==> config.mk <==
export PLATFORM = sky130hd
export DESIGN_NAME = dmem_port_arbiter
export DESIGN_NICKNAME = d
export VERILOG_FILES = /design/src/rtl/dmem_pkg.sv /design/src/rtl/burst_counter.sv /design/src/rtl/dmem_port_arbiter.sv
export SDC_FILE = /design/constraint.sdc
export NUM_CORES = 1
export LEC_CHECK = 0
export BUFFER_PORTS_ARGS = -buffer_cell sky130_fd_sc_hd__buf_2
export CAP_MARGIN = 10
export CORE_MARGIN = 4
export CORE_UTILIZATION = 48
export DETAILED_ROUTE_END_ITERATION = 16
export PLACE_DENSITY_LB_ADDON = 0.2
export SETUP_SLACK_MARGIN = 0.3
export SKIP_CTS_REPAIR_TIMING = 1
export SYNTH_ARGS = -nofsm -noshare
export SYNTH_HDL_FRONTEND = slang
export SYNTH_SLANG_ARGS = --single-unit
==> constraint.sdc <==
create_clock -name clk -period 2.9 [get_ports clk]
set_input_delay 0.29 -clock clk [delete_from_list [all_inputs] [get_ports clk]]
set_output_delay 0.29 -clock clk [all_outputs]
set_load 0.01 [all_outputs]
==> src/rtl/dmem_pkg.sv <==
// dmem_pkg: shared types and sizes for the data-memory port arbiter
package dmem_pkg;
    localparam int AW_DEF = 11;
    localparam int DW_DEF = 16;
    localparam int BLEN_W = 2;
    typedef enum logic [1:0] {IDLE, SERVE_A, SERVE_B} state_t;
    typedef enum logic [1:0] {TAG_NONE, TAG_A, TAG_B} tag_t;
endpackage

==> src/rtl/burst_counter.sv <==
// burst_counter: burst address (wrapping) and remaining-beat count for port B
module burst_counter import dmem_pkg::*; #(
    parameter int AW = AW_DEF
) (
    input  logic              clk,
    input  logic              rst_n,
    input  logic              load,
    input  logic              step,
    input  logic [AW-1:0]     start,
    input  logic [BLEN_W-1:0] len,
    output logic [AW-1:0]     addr,
    output logic              last
);
    logic [BLEN_W-1:0] cnt;
    always_ff @(posedge clk or negedge rst_n) begin
        if (!rst_n) begin
            addr <= '0;
            cnt  <= '0;
        end else if (load) begin
            addr <= start;
            cnt  <= len;
        end else if (step) begin
            addr <= addr + 1'b1;
            cnt  <= cnt - 1'b1;
        end
    end
    assign last = (cnt == '0);
endmodule

==> src/rtl/dmem_port_arbiter.sv <==
// dmem_port_arbiter: shares the single-port data memory between the pipeline (A)
// and the interrupt/stack burst engine (B), tagging read returns to their owner
module dmem_port_arbiter import dmem_pkg::*; #(
    parameter int AW = AW_DEF,
    parameter int DW = DW_DEF
) (
    input  logic              clk,
    input  logic              rst_n,
    input  logic              a_req,
    input  logic              a_we,
    input  logic [AW-1:0]     a_addr,
    input  logic [DW-1:0]     a_wdata,
    output logic              a_gnt,
    output logic              a_stall,
    output logic              a_rvalid,
    output logic [DW-1:0]     a_rdata,
    input  logic              b_req,
    input  logic              b_we,
    input  logic [AW-1:0]     b_addr,
    input  logic [BLEN_W-1:0] b_len,
    input  logic [DW-1:0]     b_wdata,
    output logic              b_gnt,
    output logic              b_beat,
    output logic              b_rvalid,
    output logic [DW-1:0]     b_rdata,
    output logic              b_done,
    output logic              mem_read,
    output logic              mem_write,
    output logic [AW-1:0]     mem_addr,
    output logic [DW-1:0]     mem_wdata,
    input  logic [DW-1:0]     mem_rdata
);
    state_t state, state_nx;
    tag_t tag;
    logic last_b, a_we_q, b_we_q, b_last;
    logic arb, pick_b, burst_more, rd_nx, wr_nx;
    logic [AW-1:0] a_addr_q, b_addr_cur;
    logic [DW-1:0] a_wdata_q;

    burst_counter #(.AW(AW)) u_cnt (
        .clk   (clk),
        .rst_n (rst_n),
        .load  (b_gnt),
        .step  (b_beat),
        .start (b_addr),
        .len   (b_len),
        .addr  (b_addr_cur),
        .last  (b_last)
    );

    // grants are withheld while reset is held so every output reads 0
    always_comb begin
        arb        = rst_n && (state != SERVE_B);
        pick_b     = b_req && (!a_req || !last_b);
        b_gnt      = arb && pick_b;
        a_gnt      = arb && a_req && !pick_b;
        burst_more = (state == SERVE_B) && !b_last;
        state_nx   = b_gnt ? SERVE_B : a_gnt ? SERVE_A : burst_more ? SERVE_B : IDLE;
        rd_nx      = b_gnt ? !b_we : a_gnt ? !a_we : burst_more && !b_we_q;
        wr_nx      = b_gnt ? b_we : a_gnt ? a_we : burst_more && b_we_q;
    end

    always_ff @(posedge clk or negedge rst_n) begin
        if (!rst_n) begin
            state     <= IDLE;
            tag       <= TAG_NONE;
            last_b    <= 1'b0;
            mem_read  <= 1'b0;
            mem_write <= 1'b0;
            a_we_q    <= 1'b0;
            a_addr_q  <= '0;
            a_wdata_q <= '0;
            b_we_q    <= 1'b0;
        end else begin
            state     <= state_nx;
            mem_read  <= rd_nx;
            mem_write <= wr_nx;
            tag       <= !mem_read ? TAG_NONE : (state == SERVE_A ? TAG_A : TAG_B);
            if (arb && a_req && b_req) last_b <= pick_b;
            if (a_gnt) begin
                a_we_q    <= a_we;
                a_addr_q  <= a_addr;
                a_wdata_q <= a_wdata;
            end
            if (b_gnt) b_we_q <= b_we;
        end
    end

    assign a_stall   = rst_n && a_req && !a_gnt;
    assign b_beat    = (state == SERVE_B);
    assign b_done    = b_beat && b_last;
    assign a_rvalid  = (tag == TAG_A);
    assign b_rvalid  = (tag == TAG_B);
    assign a_rdata   = a_rvalid ? mem_rdata : '0;
    assign b_rdata   = b_rvalid ? mem_rdata : '0;
    assign mem_addr  = (state == SERVE_A) ? a_addr_q : b_beat ? b_addr_cur : '0;
    assign mem_wdata = (state == SERVE_A) ? a_wdata_q : b_beat ? b_wdata : '0;
endmodule

======== After elaboration in Yosys (flattened, before gate mapping) ========
Index checks and enable logic that the tools add are counted.
operators by class
  multiplexer cells ....................... 19
  reduce and logical (&&, ||, !) cells .... 23
  eq/ne operators ......................... 5
  add/sub/neg operators ................... 2
operators with widths
  kind                     count
  $mux W16                 4
  $mux W11                 4
  $mux W2                  7
  $logic_and A1 B1 Y1      12
  $add A11 B1 Y11 const B  1
  $logic_not A1 Y1         8
  $eq A2 B1 Y1 const B     2
  $eq A2 B2 Y1 const B     2
  $mux W1                  4
  $logic_not A2 Y1         1
  $ne A2 B2 Y1 const B     1
  $reduce_bool A2 Y1       1
  $sub A2 B1 Y2 const B    1
  $logic_or A1 B1 Y1       1
storage, ports and cells
  input port bits ......................... 78
  bits in registers ....................... 48
  output and inout bits ................... 68

======== Logic depth before layout (Yosys ltp) ========
  depth in word-level cells ............... 7
  depth in mapped cells ................... 7

======== Cells and area by module ========
A second synthesis with hierarchy kept.
unflattened totals
  cells, all modules ...................... 238
  area, all modules ....................... 2643.8 um^2
modules (own cells, without submodules)
  module             cells each  instances  area an instance (um^2)  seq. area each (um^2)
  dmem_port_arbiter  159         1          1905.6                   875.8
  burst_counter      79          1          738.2                    325.3

======== Worst setup path before layout ========
Ideal clock, no wire load.
  kind .................................... register to output
  from .................................... register state[0]
  to ...................................... output mem_wdata[13]
  required time ........................... 2610 ps
  arrival time ............................ 1281 ps
  cell stages (with the launch flop) ...... 7
  buffers on the path ..................... 3
  setup slack ............................. 1329 ps
  path through ............................ dfrtp_1 > nand2b_1 > buf_4 > inv_2 > buf_2 > buf_2 > a22o_1
between the ends
  cells in the longest elaborated chain, start to end .. 3
  elaborated cells on any way between the ends .. 4
ends and longest elaborated chain
  item                    line                     RTL
  start, declared         dmem_port_arbiter.sv:33  state_t state, state_nx;
  start signal, assigned  dmem_port_arbiter.sv:75  state <= state_nx;
  $eq A2 B2 Y1            dmem_port_arbiter.sv:90  assign b_beat = (state == SERVE_B);
  net b_beat              dmem_port_arbiter.sv:23  output logic b_beat,
  $mux W16 (2 in a row)   dmem_port_arbiter.sv:97  assign mem_wdata = (state == SERVE_A) ? a_wdata_q : b_beat ? b_wdata : '0;
  end, declared           dmem_port_arbiter.sv:30  output logic [DW-1:0] mem_wdata,
The timed path passes the listed nets, and every way through them passes these cells.

======== Final worst setup path ========
  from .................................... register state[0]
  to ...................................... output mem_addr[9]
between the ends
  cells in the longest elaborated chain, start to end .. 3
  elaborated cells on any way between the ends .. 4
ends and longest elaborated chain
  item           line                     RTL
  $eq A2 B2 Y1   dmem_port_arbiter.sv:90
  $mux W11       dmem_port_arbiter.sv:96  assign mem_addr = (state == SERVE_A) ? a_addr_q : b_beat ? b_addr_cur : '0;
  $mux W11 (*)   dmem_port_arbiter.sv:96
  end, declared  dmem_port_arbiter.sv:29  output logic [AW-1:0] mem_addr,
Every way passes the cells marked *; elsewhere a longest branch is shown, timed or not.

==> metrics.cfg <==
[run_status]
outcome = finished, final reports clean

[pwr]
sw_frac_of_total_pct = 39.0
pwr-share-seq_pct = 40.7
leakage_uw = 0.00181
intPower_uw = 1860
clkPwrFrac_pct = 12.3
cellPowerDensity_nw_per_um2 = 879
vdd_drop_max_mv = 0.430
p_total_uw = 3050
pwr-share-comb_pct = 47.0
p_sw_uw = 1190

[critical_path]
cp-end-kind = primary output
crit_slowest_cell = dfrtp_1
critPathKind = register to primary output
reg2reg_depth = 6
timing.rr.end = mem_write
ff2ff_setup_slack_ns = 1.05
critPathRequiredTime_ns = 2.61
cp_num_buf_inv = 3
cp_cell_sequence = nand2b_1 -> inv_2 -> buf_4 -> a22o_1 -> buf_2
critPathLaunch = state[0]
crit_path_max_incr_delay_ns = 0.37
critPathMaxFanout = 25
path_delay_family = buffers and inverters
critPathArrivalTime_ns = 1.88
regToRegStartpoint = state[0]
critPathLaunchType = register

[logic_synthesis]
synth.top_cell.area_share_pct = 45.7
yosys.area_share.simple_pct = 19.4
ys_seq_elements = 48
syn_area_um2 = 2630
syn_inst = 245
synth_area_leaders = dfrtp_1 (46%), mux2_2 (11%), a22o_1 (9.0%)
synth.area.mux_share_pct = 11.6
synth_compound_area_share_pct = 17.2
synth_top_family_by_area = simple AND/OR/NAND/NOR gates
ys_seq_area_share_pct = 45.7
ys_types = 39
synth-adder-area-share_pct = 0.952
yosys.area_share.xor_xnor_pct = 0.333
syn_nets = 325
syn_area_per_cell_um2 = 10.7
yosysWarnings = 0
yosys.area.top_type = dfrtp_1

[placed_design]
gp_congestion = 0.844
dp_cells = 449
portBuffers = 145
dp_hpwl_um = 5680
post-place-ws_ns = 0.916

[die]
die_y_um = 82.0
ios = 146
start_util_pct = 50.5
chipWidth_um = 82.0
coreArea_um2 = 5200
dieArea_um2 = 6720
num_rows = 26

[clock_tree]
cts_inserted_buffers = 5
clock-root-buffer = clkbuf_8
cts.path.max_buffers = 2
worstSkewPairLatency_ns = 0.30
clkTransAtPathRegs_ns = 0.09
cts_tree = done
clock-sinks = 48
h-tree-depth = 2

[routing]
vias = 2456
drcViolationCount = 0
wl_per_cell_um = 16.2
ant_nets = 0
drtIter0Drc = 139
wirelength_um = 7410
first_pass_iters = 4
via_per_inst = 5.37

[sta]
worst_pin_slew_ns = 0.852
skew_ns = 0.00526
rsz0062_at_grt = no
final.min_clock_period_ns = 2.17
fmax_mhz = 462
layout_setup_ws_ns = 0.735
slew_headroom_pct = 43.1
finalSetupTns_ns = 0
setup_viol_count_final = 0
finalCritPeriodShare_pct = 74.7
final-max-slew-violation-count = 0
finalHoldViolations = 0
worst_hold_slack_ns = 0.0351

[min_path]
hold_class = input pin to asynchronous set/reset pin

[grt]
grt_pass1_vias = 2333
antenna_found_initial = 0
grt_first_pass_wirelength_um = 11400
overflow = 0
grt_use_total_pct = 21.8
grt_max_degree = 26

[final_layout]
drive_gt1_share_pct = 49.6
diodes = 0
area_growth_pct = 32.3
fin_nets = 467
stdcell_count = 457
nFillCells = 455

[job]
cap_violations = 0

stage by stage:
stage	area [µm²]	utilization, %
3_5_place_dp	3390	65.1
3_3_place_gp	3390	65.1
2_1_floorplan	2630	-
4_1_cts	3470	66.6
6_report	3480	66.8
5_1_grt	3480	66.8
metal layers:
metal  up-vias  global-route usage, %  part of all wire (%)
li1       1172                      -                     -
met1      1186                   29.3                    40
met2        89                   35.0                    50
met3         9                   5.26                   8.3
met4         0                   6.31                   1.4
met5         -                      0                     0
flip-flops by register name, summed over array words and instances, names as in the netlist:
name and cells:
u_cnt.addr 11, tag 2, a_wdata_q 16, state 2, a_addr_q 11, mem_read 1, last_b 1, mem_write 1
u_cnt.cnt 2, b_we_q 1
cells in the mapped netlist:
library cell,instances
inv_1,4
a31oi_1,2
o211a_1,1
a21oi_1,11
nor3_1,3
o21ai_0,3
nor4_1,1
nor4_2,1
and2_1,36
nor3_4,1
a211oi_1,3
clkbuf_2,1
nor4b_1,1
clkbuf_1,6
mux2_1,2
a22o_1,27
nand3_1,10
nand4_1,4
mux2_2,25
buf_4,2
o21bai_1,1
buf_6,3
dfrtp_1,48
nor2b_1,5
ha_1,2
nor2_1,8
o221a_2,4
a21o_1,1
o31a_1,1
and3_1,2
nand2_1,11
inv_2,1
nand2b_1,1
a221o_1,1
nand4_4,1
buf_2,6
xnor2_1,1
and4_1,1
o211ai_1,3
cells by family after synthesis:
logic type               count (synthesis)
XOR/XNOR                                 1
adder cells (fa/ha/maj)                  2
buffers and inverters                   23
AO/OA/AOI/OAI                           58
flip-flops                              48
multiplexers                            27
AND/OR/NAND/NOR                         86
layout by cell type (no fill, tap or decap), drive strengths merged, types with 2 or more instances in the layout:
master and count:
a211oi 3, a21oi 11, a22o 27, a31oi 2, and2 36, and3 2
buf 152, clkbuf 6, dfrtp 48, ha 2, inv 5, mux2 27
nand2 11, nand3 10, nand4 5, nor2 8, nor2b 5, nor3 4
nor4 2, o211ai 3, o21ai 3, o221a 4
layout make-up:
cell class	count	area, µm²	area share, %
Clock buffer	6	72.6	2.09
Clock inverter	1	5.00	0.144
Inverter	5	18.8	0.540
Multi-Input combinational cell	174	1300	37.5
Sequential cell	48	1200	34.5
Tap cell	70	87.6	2.52
Timing Repair Buffer	153	788	22.7
worst reg2reg max path, cell delays in order, from the launching register on:
cell and delay, ns:
dfrtp_1 0.37, nand2b_1 0.17, buf_4 0.20, nand3_1 0.32, inv_1 0.22, and2_1 0.22, a221o_1 0.25
how the worst max path moves through the flow:
stage / to / slack (ns) / cells after the start
after floorplan: mem_wdata[13] / 1.33 / 6
final: mem_addr[9] / 0.73 / 5
after global routing: b_gnt / 0.62 / 5
after CTS: mem_addr[9] / 0.73 / 4
after detailed placement: b_gnt / 0.92 / 5
after global placement: b_gnt / 1.02 / 5
power by group through the flow:
stage | sequential, µW | combinational [µW] | clock (µW)
4_1_cts | 1240 | 1450 | 387
5_1_grt | 1290 | 1580 | 415
6_report | 1240 | 1440 | 376
3_3_place_gp | 1240 | 1410 | 0
2_1_floorplan | 1160 | 1050 | 0
3_5_place_dp | 1250 | 1450 | 0
Power figures use the tool's default switching activity.
